===== src/rtl/hazard_ctrl_if.sv =====
// Hazard-control bundle between the pipeline registers and the hazard controller.
// The pipeline side is the master: it supplies hazard fields and consumes the controls.
interface hazard_if #(
  parameter int unsigned CNT_W = 16
);
  logic [31:0]      if_id_instr;
  logic             id_ex_mem_read;
  logic [4:0]       id_ex_rd;
  logic             ex_branch_taken;
  logic             mem_busy;
  logic             pc_write;
  logic             if_id_write;
  logic             id_ex_bubble;
  logic             flush;
  logic             ex_mem_hold;
  logic [CNT_W-1:0] stall_cnt;
  logic [CNT_W-1:0] flush_cnt;

  modport master (
    output if_id_instr, id_ex_mem_read, id_ex_rd, ex_branch_taken, mem_busy,
    input  pc_write, if_id_write, id_ex_bubble, flush, ex_mem_hold, stall_cnt, flush_cnt
  );

  modport slave (
    input  if_id_instr, id_ex_mem_read, id_ex_rd, ex_branch_taken, mem_busy,
    output pc_write, if_id_write, id_ex_bubble, flush, ex_mem_hold, stall_cnt, flush_cnt
  );
endinterface


===== src/rtl/hazard_ctrl.sv =====
// Pipeline hazard/stall controller: load-use stalls, taken-branch flushes,
// data-memory wait holds, plus saturating stall/flush perf counters.
module hazard_ctrl #(
  parameter int unsigned FLUSH_CYCLES = 2,
  parameter int unsigned CNT_W        = 16
) (
  input  logic     clk,
  input  logic     rst_n,
  hazard_if.slave  hz
);

  localparam int unsigned FCNT_W = (FLUSH_CYCLES > 1) ? $clog2(FLUSH_CYCLES + 1) : 1;

  typedef enum logic [1:0] {
    S_RUN      = 2'd0,
    S_FLUSH    = 2'd1,
    S_MEM_WAIT = 2'd2
  } state_e;

  state_e            state_q, state_d;
  logic [FCNT_W-1:0] fcnt_q, fcnt_d;
  logic [CNT_W-1:0]  stall_cnt_q, stall_cnt_d;
  logic [CNT_W-1:0]  flush_cnt_q, flush_cnt_d;

  logic pc_write_c, if_id_write_c, bubble_c, flush_c, hold_c;
  logic load_use_c;
  logic [4:0] rs1, rs2;
  logic unused_instr_bits;

  assign rs1 = hz.if_id_instr[19:15];
  assign rs2 = hz.if_id_instr[24:20];
  assign unused_instr_bits = ^{hz.if_id_instr[31:25], hz.if_id_instr[14:0]};

  // Conservative: opcode is not decoded, so any field match stalls.
  assign load_use_c = hz.id_ex_mem_read && (hz.id_ex_rd != 5'd0) &&
                      ((hz.id_ex_rd == rs1) || (hz.id_ex_rd == rs2));

  always_comb begin
    state_d       = state_q;
    fcnt_d        = fcnt_q;
    pc_write_c    = 1'b0;
    if_id_write_c = 1'b0;
    bubble_c      = 1'b0;
    flush_c       = 1'b0;
    hold_c        = 1'b0;
    unique case (state_q)
      S_RUN, S_MEM_WAIT: begin
        if (hz.mem_busy) begin
          hold_c  = 1'b1;
          state_d = S_MEM_WAIT;
        end else if (hz.ex_branch_taken) begin
          flush_c       = 1'b1;
          pc_write_c    = 1'b1;
          if_id_write_c = 1'b1;
          if (FLUSH_CYCLES > 1) begin
            state_d = S_FLUSH;
            fcnt_d  = FCNT_W'(FLUSH_CYCLES - 1);
          end else begin
            state_d = S_RUN;
          end
        end else if (load_use_c) begin
          bubble_c = 1'b1;
          state_d  = S_RUN;
        end else begin
          pc_write_c    = 1'b1;
          if_id_write_c = 1'b1;
          state_d       = S_RUN;
        end
      end
      S_FLUSH: begin
        // Slots being flushed carry no valid hazards; only a memory wait can pause the flush.
        if (hz.mem_busy) begin
          hold_c = 1'b1;
        end else begin
          flush_c       = 1'b1;
          pc_write_c    = 1'b1;
          if_id_write_c = 1'b1;
          fcnt_d        = fcnt_q - FCNT_W'(1);
          if (fcnt_q == FCNT_W'(1)) begin
            state_d = S_RUN;
          end
        end
      end
      default: begin
        state_d = S_RUN;
        fcnt_d  = '0;
      end
    endcase
  end

  // Saturating perf counters
  always_comb begin
    stall_cnt_d = stall_cnt_q;
    flush_cnt_d = flush_cnt_q;
    if (!pc_write_c && (stall_cnt_q != {CNT_W{1'b1}})) begin
      stall_cnt_d = stall_cnt_q + CNT_W'(1);
    end
    if (flush_c && (flush_cnt_q != {CNT_W{1'b1}})) begin
      flush_cnt_d = flush_cnt_q + CNT_W'(1);
    end
  end

  always_ff @(posedge clk or negedge rst_n) begin
    if (!rst_n) begin
      state_q     <= S_RUN;
      fcnt_q      <= '0;
      stall_cnt_q <= '0;
      flush_cnt_q <= '0;
    end else begin
      state_q     <= state_d;
      fcnt_q      <= fcnt_d;
      stall_cnt_q <= stall_cnt_d;
      flush_cnt_q <= flush_cnt_d;
    end
  end

  // Controls are forced low while reset is asserted.
  assign hz.pc_write     = rst_n & pc_write_c;
  assign hz.if_id_write  = rst_n & if_id_write_c;
  assign hz.id_ex_bubble = rst_n & bubble_c;
  assign hz.flush        = rst_n & flush_c;
  assign hz.ex_mem_hold  = rst_n & hold_c;
  assign hz.stall_cnt    = stall_cnt_q;
  assign hz.flush_cnt    = flush_cnt_q;

endmodule

===== src/flat_wrapper.sv =====
// flat-port wrapper written by rule: the top's interface ports become plain ports
module hazard_ctrl_flat 
#(
  parameter int unsigned FLUSH_CYCLES = 2,
  parameter int unsigned CNT_W        = 16
)
  (clk, rst_n, hz_if_id_instr, hz_id_ex_mem_read, hz_id_ex_rd, hz_ex_branch_taken, hz_mem_busy, hz_pc_write, hz_if_id_write, hz_id_ex_bubble, hz_flush, hz_ex_mem_hold, hz_stall_cnt, hz_flush_cnt);
  hazard_if #(.CNT_W(CNT_W)) hz_i ();
  input  logic clk;
  input  logic rst_n;
  input wire logic [$bits(hz_i.if_id_instr)-1:0] hz_if_id_instr;
  input wire logic [$bits(hz_i.id_ex_mem_read)-1:0] hz_id_ex_mem_read;
  input wire logic [$bits(hz_i.id_ex_rd)-1:0] hz_id_ex_rd;
  input wire logic [$bits(hz_i.ex_branch_taken)-1:0] hz_ex_branch_taken;
  input wire logic [$bits(hz_i.mem_busy)-1:0] hz_mem_busy;
  output wire logic [$bits(hz_i.pc_write)-1:0] hz_pc_write;
  output wire logic [$bits(hz_i.if_id_write)-1:0] hz_if_id_write;
  output wire logic [$bits(hz_i.id_ex_bubble)-1:0] hz_id_ex_bubble;
  output wire logic [$bits(hz_i.flush)-1:0] hz_flush;
  output wire logic [$bits(hz_i.ex_mem_hold)-1:0] hz_ex_mem_hold;
  output wire logic [$bits(hz_i.stall_cnt)-1:0] hz_stall_cnt;
  output wire logic [$bits(hz_i.flush_cnt)-1:0] hz_flush_cnt;
  assign hz_i.if_id_instr = hz_if_id_instr;
  assign hz_i.id_ex_mem_read = hz_id_ex_mem_read;
  assign hz_i.id_ex_rd = hz_id_ex_rd;
  assign hz_i.ex_branch_taken = hz_ex_branch_taken;
  assign hz_i.mem_busy = hz_mem_busy;
  assign hz_pc_write = hz_i.pc_write;
  assign hz_if_id_write = hz_i.if_id_write;
  assign hz_id_ex_bubble = hz_i.id_ex_bubble;
  assign hz_flush = hz_i.flush;
  assign hz_ex_mem_hold = hz_i.ex_mem_hold;
  assign hz_stall_cnt = hz_i.stall_cnt;
  assign hz_flush_cnt = hz_i.flush_cnt;
  hazard_ctrl #(.FLUSH_CYCLES(FLUSH_CYCLES), .CNT_W(CNT_W)) u_core (.clk(clk), .rst_n(rst_n), .hz(hz_i));
endmodule

===== config.mk =====
export PLATFORM = sky130hd
export DESIGN_NAME = hazard_ctrl_flat
export DESIGN_NICKNAME = d
export VERILOG_FILES = /design/src/rtl/hazard_ctrl_if.sv /design/src/rtl/hazard_ctrl.sv /design/src/flat_wrapper.sv
export SDC_FILE = /design/constraint.sdc
export NUM_CORES = 1
export LEC_CHECK = 0
export ABC_AREA = 0
export CAP_MARGIN = 20
export CORE_ASPECT_RATIO = 0.8
export CORE_MARGIN = 2
export CORE_UTILIZATION = 43
export DETAILED_ROUTE_END_ITERATION = 8
export PLACE_DENSITY = 0.8
export SETUP_SLACK_MARGIN = 0.4
export SYNTH_ARGS = -nofsm -noshare
export SYNTH_HDL_FRONTEND = slang
export SYNTH_SLANG_ARGS = --single-unit

===== constraint.sdc =====
create_clock -name clk -period 2.8 [get_ports clk]
set_input_delay 0.56 -clock clk [delete_from_list [all_inputs] [get_ports clk]]
set_output_delay 0.56 -clock clk [all_outputs]
set_load 0.02 [all_outputs]

* Word-level counts from Yosys, hierarchy flattened
Index checks and enable logic that the tools add are counted.
** Storage, ports and cells
- Flip-flop bits (word level) :: 36
- Input port bits :: 42
- Output and inout port bits :: 37
** Operators by class
- Add/subtract/negate cells :: 3
- Equality and inequality tests :: 11
- Mux-type cells :: 23
- Bitwise gates (word level) :: 4
- Reduce and logical (&&, ||, !) cells :: 12
** Operators by type and width (count)
- adder 16 x 1 -> 16 bit, second input constant :: 2
- != test 16 bit, second input constant :: 2
- 2-to-1 mux 1 bit :: 13
- 2-to-1 mux 2 bit :: 6
- equality test 5 bit :: 2
- one-hot mux 2 bit (2 select lines) :: 2
- != test 2 bit, second input constant :: 3
- nonzero test 5 bit :: 1
- AND 1 bit :: 4
- equality test 2 x 1 -> 1 bit, second input constant :: 2
- logical AND 1 bit :: 4
- one-hot mux 1 bit (2 select lines) :: 2
- AND reduction 3 bit :: 1
- OR reduction 3 bit :: 1
- equality test 2 bit, second input constant :: 1
- zero test 2 bit :: 1
- != test 2 x 1 -> 1 bit, second input constant :: 1
- AND reduction 2 bit :: 1
- OR reduction 2 bit :: 1
- subtractor 2 x 1 -> 2 bit, second input constant :: 1
- zero test 1 bit :: 1
- logical OR 1 bit :: 1

* Depth between registers and ports, before layout
- Depth in word-level cells :: 9
- Mapped depth :: 7
- Gate-level depth less buffers :: 6

* Worst setup path before layout
Ideal clock, no wire load.
- Path kind :: input to output
- Start point :: in hz_id_ex_rd[0]
- End point :: out hz_pc_write
- Data arrival time :: 2796 ps
- Required time :: 2240 ps
- Setup slack :: -556 ps
- Cell stages on the path :: 5
- Path through :: or4_4 > o211ai_2 > nor2_1 > a2111oi_0 > buf_4
** Between the ends
- Cells in the longest elaborated chain, start to end :: 8
- Elaborated cells on any way between the ends :: 11
- Classes of those cells :: eq/ne (2); mux (4); bitwise (1); reduce/logical (4)
** Ends and longest elaborated chain
- start, declared :: RTL line flat_wrapper.sv:13 : input wire logic [$bits(hz_i.id_ex_rd)-1:0] hz_id_ex_rd;
- equality test 5 bit / nonzero test 5 bit (equally long branches) :: RTL line hazard_ctrl.sv:36, hazard_ctrl.sv:35
- logical OR 1 bit / logical AND 1 bit (equally long branches) :: RTL line hazard_ctrl.sv:36, hazard_ctrl.sv:35
- logical AND 1 bit * :: RTL line hazard_ctrl.sv:35 : assign load_use_c = hz.id_ex_mem_read && (hz.id_ex_rd != 5'd0) &&
- 2-to-1 mux 1 bit * (3 in series)
- one-hot mux 1 bit (2 select lines) *
- AND 1 bit *
- end, declared :: RTL line flat_wrapper.sv:16 : output wire logic [$bits(hz_i.pc_write)-1:0] hz_pc_write;
Mark *: on every way between the ends. The rest lies on a longest branch, timed or not.

* Worst setup path in the final report
- Start point :: in hz_id_ex_rd[3]
- End point :: out hz_if_id_write
** Between the ends
- Cells in the longest elaborated chain, start to end :: 8
- Elaborated cells on any way between the ends :: 11
- Classes of those cells :: eq/ne (2); mux (4); bitwise (1); reduce/logical (4)
** Ends and longest elaborated chain
- equality test 5 bit / nonzero test 5 bit (equally long branches) :: RTL line hazard_ctrl.sv:36, hazard_ctrl.sv:35
- logical OR 1 bit / logical AND 1 bit (equally long branches) :: RTL line hazard_ctrl.sv:36, hazard_ctrl.sv:35
- logical AND 1 bit * :: RTL line hazard_ctrl.sv:35
- 2-to-1 mux 1 bit * :: RTL line hazard_ctrl.sv:61 : end else if (load_use_c) begin
- 2-to-1 mux 1 bit * :: RTL line hazard_ctrl.sv:51 : end else if (hz.ex_branch_taken) begin
- 2-to-1 mux 1 bit * :: RTL line hazard_ctrl.sv:48 : if (hz.mem_busy) begin
- one-hot mux 1 bit (2 select lines) * :: RTL line hazard_ctrl.sv:46 : unique case (state_q)
- AND 1 bit * :: RTL line hazard_ctrl.sv:119 : assign hz.if_id_write = rst_n & if_id_write_c;
- end, declared :: RTL line flat_wrapper.sv:17 : output wire logic [$bits(hz_i.if_id_write)-1:0] hz_if_id_write;
Marked as above.

==> flow_metrics.tcl <==
set metrics [dict create \
    synth_fp_nets 228 \
    overflow 0 \
    layout_common_cells "dfrtp_1 (36), clkdlybuf4s50_1 (34), xnor2_1 (24)" \
    cp.required_ps 2240 \
    holdBufCountCts 0 \
    fin_area_um2 2780 \
    cp.arrival_ps 1860 \
    place_area_um2 2650 \
    die-width_um 79.0 \
    yosysWarnings 0 \
    drv_slew 0 \
    setup_viol 0 \
    syn_avg_cell_area_um2 10.6 \
    power_density_nw_per_um2 696 \
    synthDistinctLibCells 38 \
    worstSkewPairLatency_ps 290 \
    ys_ff_latch 36 \
    worstReg2RegStart "u_core.hz.stall_cnt[8]$_DFFE_PN0P_" \
    antennaDiodeCount 0 \
    utilization_pct 65.2 \
    initial_core_util_pct 45.5 \
    synthCells 183 \
    coreArea_um2 4260 \
    finalCritPeriodShare_pct 86.4 \
    critical_path_class "in -> out" \
    rsz0062_at_grt "yes" \
    multi_input_area_um2 1040 \
    grt_max_degree 37 \
    drtIter0Drc 107 \
    io_pins 79 \
    track_usage_pct 20.1 \
    seqCellArea_um2 901 \
    synth_edf_count 0 \
    via_per_inst 5.09 \
    synthArstFlopShare_pct 100 \
    design.die.area_um2 5060 \
    root_buffer "clkbuf_8" \
    fin_worst_skew_ps 5.73 \
    syn_to_final_growth_pct 43.3 \
    status "finished clean" \
    drcViolationCount 0 \
    htreeDepth 2 \
    ys.flop_type "dfrtp_1" \
    io_buffers 56 \
    grt_pass1_vias 1607 \
    r2r_setup_slack_ps 840 \
    cts.path.max_buffers 2 \
    cts.reportedPaths.clkPinSlew_ps 70 \
    critPathMaxFanout 2 \
    dp_hpwl_mm 3.18 \
    drive_gt1_share_pct 20.8 \
    gp_congestion 0.785 \
    maxCapViolCount 0 \
    final_hold_viol_count 0 \
    antenna_found_initial 0 \
    clkSinkCount 36 \
    startpoint "hz_id_ex_rd[3]" \
    vdd_drop_max_mv 0.551 \
    nFillCells 352 \
    num_vias 1608 \
    routedWlPerCell_um 14.5 \
    critPathLaunchType "primary input" \
    die_h_um 64.0 \
    numCtsBuffers 5 \
    drt-total-wl_mm 4.58 \
    endpoint_kind "output pin" \
    hp-class "in -> async" \
    cts_tree "built" \
    grt_pass1_wl_mm 7.80 \
    ant_nets 0 \
    fmaxAchievable_mhz 413 \
    mostFrequentLayoutCell "dfrtp_1" \
    synth_seq_area_share_pct 46.5 \
    layout.nets 303 \
    period_needed_ps 2420 \
    slew_headroom_pct 64.7 \
    worstMarginPinSlew_ps 525 \
    p_leak_nw 1.25 \
    first_pass_iters 4 \
    synth_area_um2 1940 \
    rows 21 \
]
power by group:
group / switching (W) / internal [W]
Combinational: 0.000334 / 0.000359
Sequential: 0.000154 / 0.000632
Clock: 0.000189 / 0.000264
per-layer routing:
layer	global-route usage (%)	wire, um	part of all wire, %
met4	7.76	78	1.7
met5	0	0	0
met3	5.08	184	4.0
met2	30.0	2120	46
met1	28.0	2200	48
per-stage QoR:
stage | std cells | setup slack (ps) | setup TNS (ps) | hold WS [ps] | total power (W)
floorplan | 183 | 290 | 0 | 264 | 0.00114
global placement | 306 | -456 | -1290 | 475 | 0.00146
detailed placement | 306 | -460 | -1300 | 482 | 0.00148
CTS | 316 | 250 | 0 | 363 | 0.00194
global route | 316 | 304 | 0 | 386 | 0.00206
finish | 316 | 381 | 0 | 357 | 0.00193
state kept, by name, indices dropped and copies added, names as in the netlist:
name / cells
u_core.state_q: 2
u_core.fcnt_q: 2
u_core.hz.flush_cnt: 16
u_core.hz.stall_cnt: 16
cell usage after synthesis, types with 2 or more instances:
cell type  count  area [um^2]
a21oi_1        3         15.0
and3_1        10         62.6
and3_2         4         30.0
and4_1         3         26.3
dfrtp_1       36          901
ha_1           3         37.5
inv_1          3         11.3
mux2_2         2         22.5
nand2_1       13         48.8
nand2b_1       3         18.8
nand3_1       11         55.1
nand4_1       11         68.8
nor2_1        10         37.5
nor2b_1        4         25.0
nor3_1         5         25.0
o21ai_0        2         10.0
xnor2_1       24          210
xor2_1        16          140
path summary, 6_finish.rpt:
kind,to,depth (start not counted)
max,hz_if_id_write,6
min,u_core.state_q[1]$_DFFE_PN0P_,2
max reg2reg,u_core.hz.stall_cnt[1]$_DFFE_PN0P_,6
min reg2reg,u_core.hz.stall_cnt[12]$_DFFE_PN0P_,1
max in group asynchronous,u_core.hz.stall_cnt[5]$_DFFE_PN0P_,2
min in group clk,u_core.hz.stall_cnt[12]$_DFFE_PN0P_,1
area by class of cell:
class / count / share of cell area, %
multi-input cells: 139 / 37.3
flip-flops and latches: 36 / 32.4
repair buffers: 73 / 23.4
clock buffers: 6 / 2.61
well taps: 57 / 2.57
clock inverters: 2 / 1.26
inverters: 3 / 0.406
critical path, cell delays in order:
cell and delay, ps:
buf_6 90, or4_4 520, o211ai_2 190, nor2_2 70, a2111oi_4 230, buf_4 200
repair_timing:
item | CTS | global route
setup buffers | 2 | 0
pin swaps | 15 | 8
gates resized for setup | 56 | 3
endpoints found under the setup margin | 5 | 3
kinds of logic after synthesis:
kind of cell	count (synthesis)	share of synthesized area [%]
AOI/OAI and AO/OA	13	5.43
buffers and inverters	8	2.71
and+or+nand+nor	81	24.2
xor gates and xnor gates	40	18.1
muxes	2	1.16
adders and majority gates	3	1.94
DFF	36	46.5
Note: power is estimated with default switching activity, not from simulation.
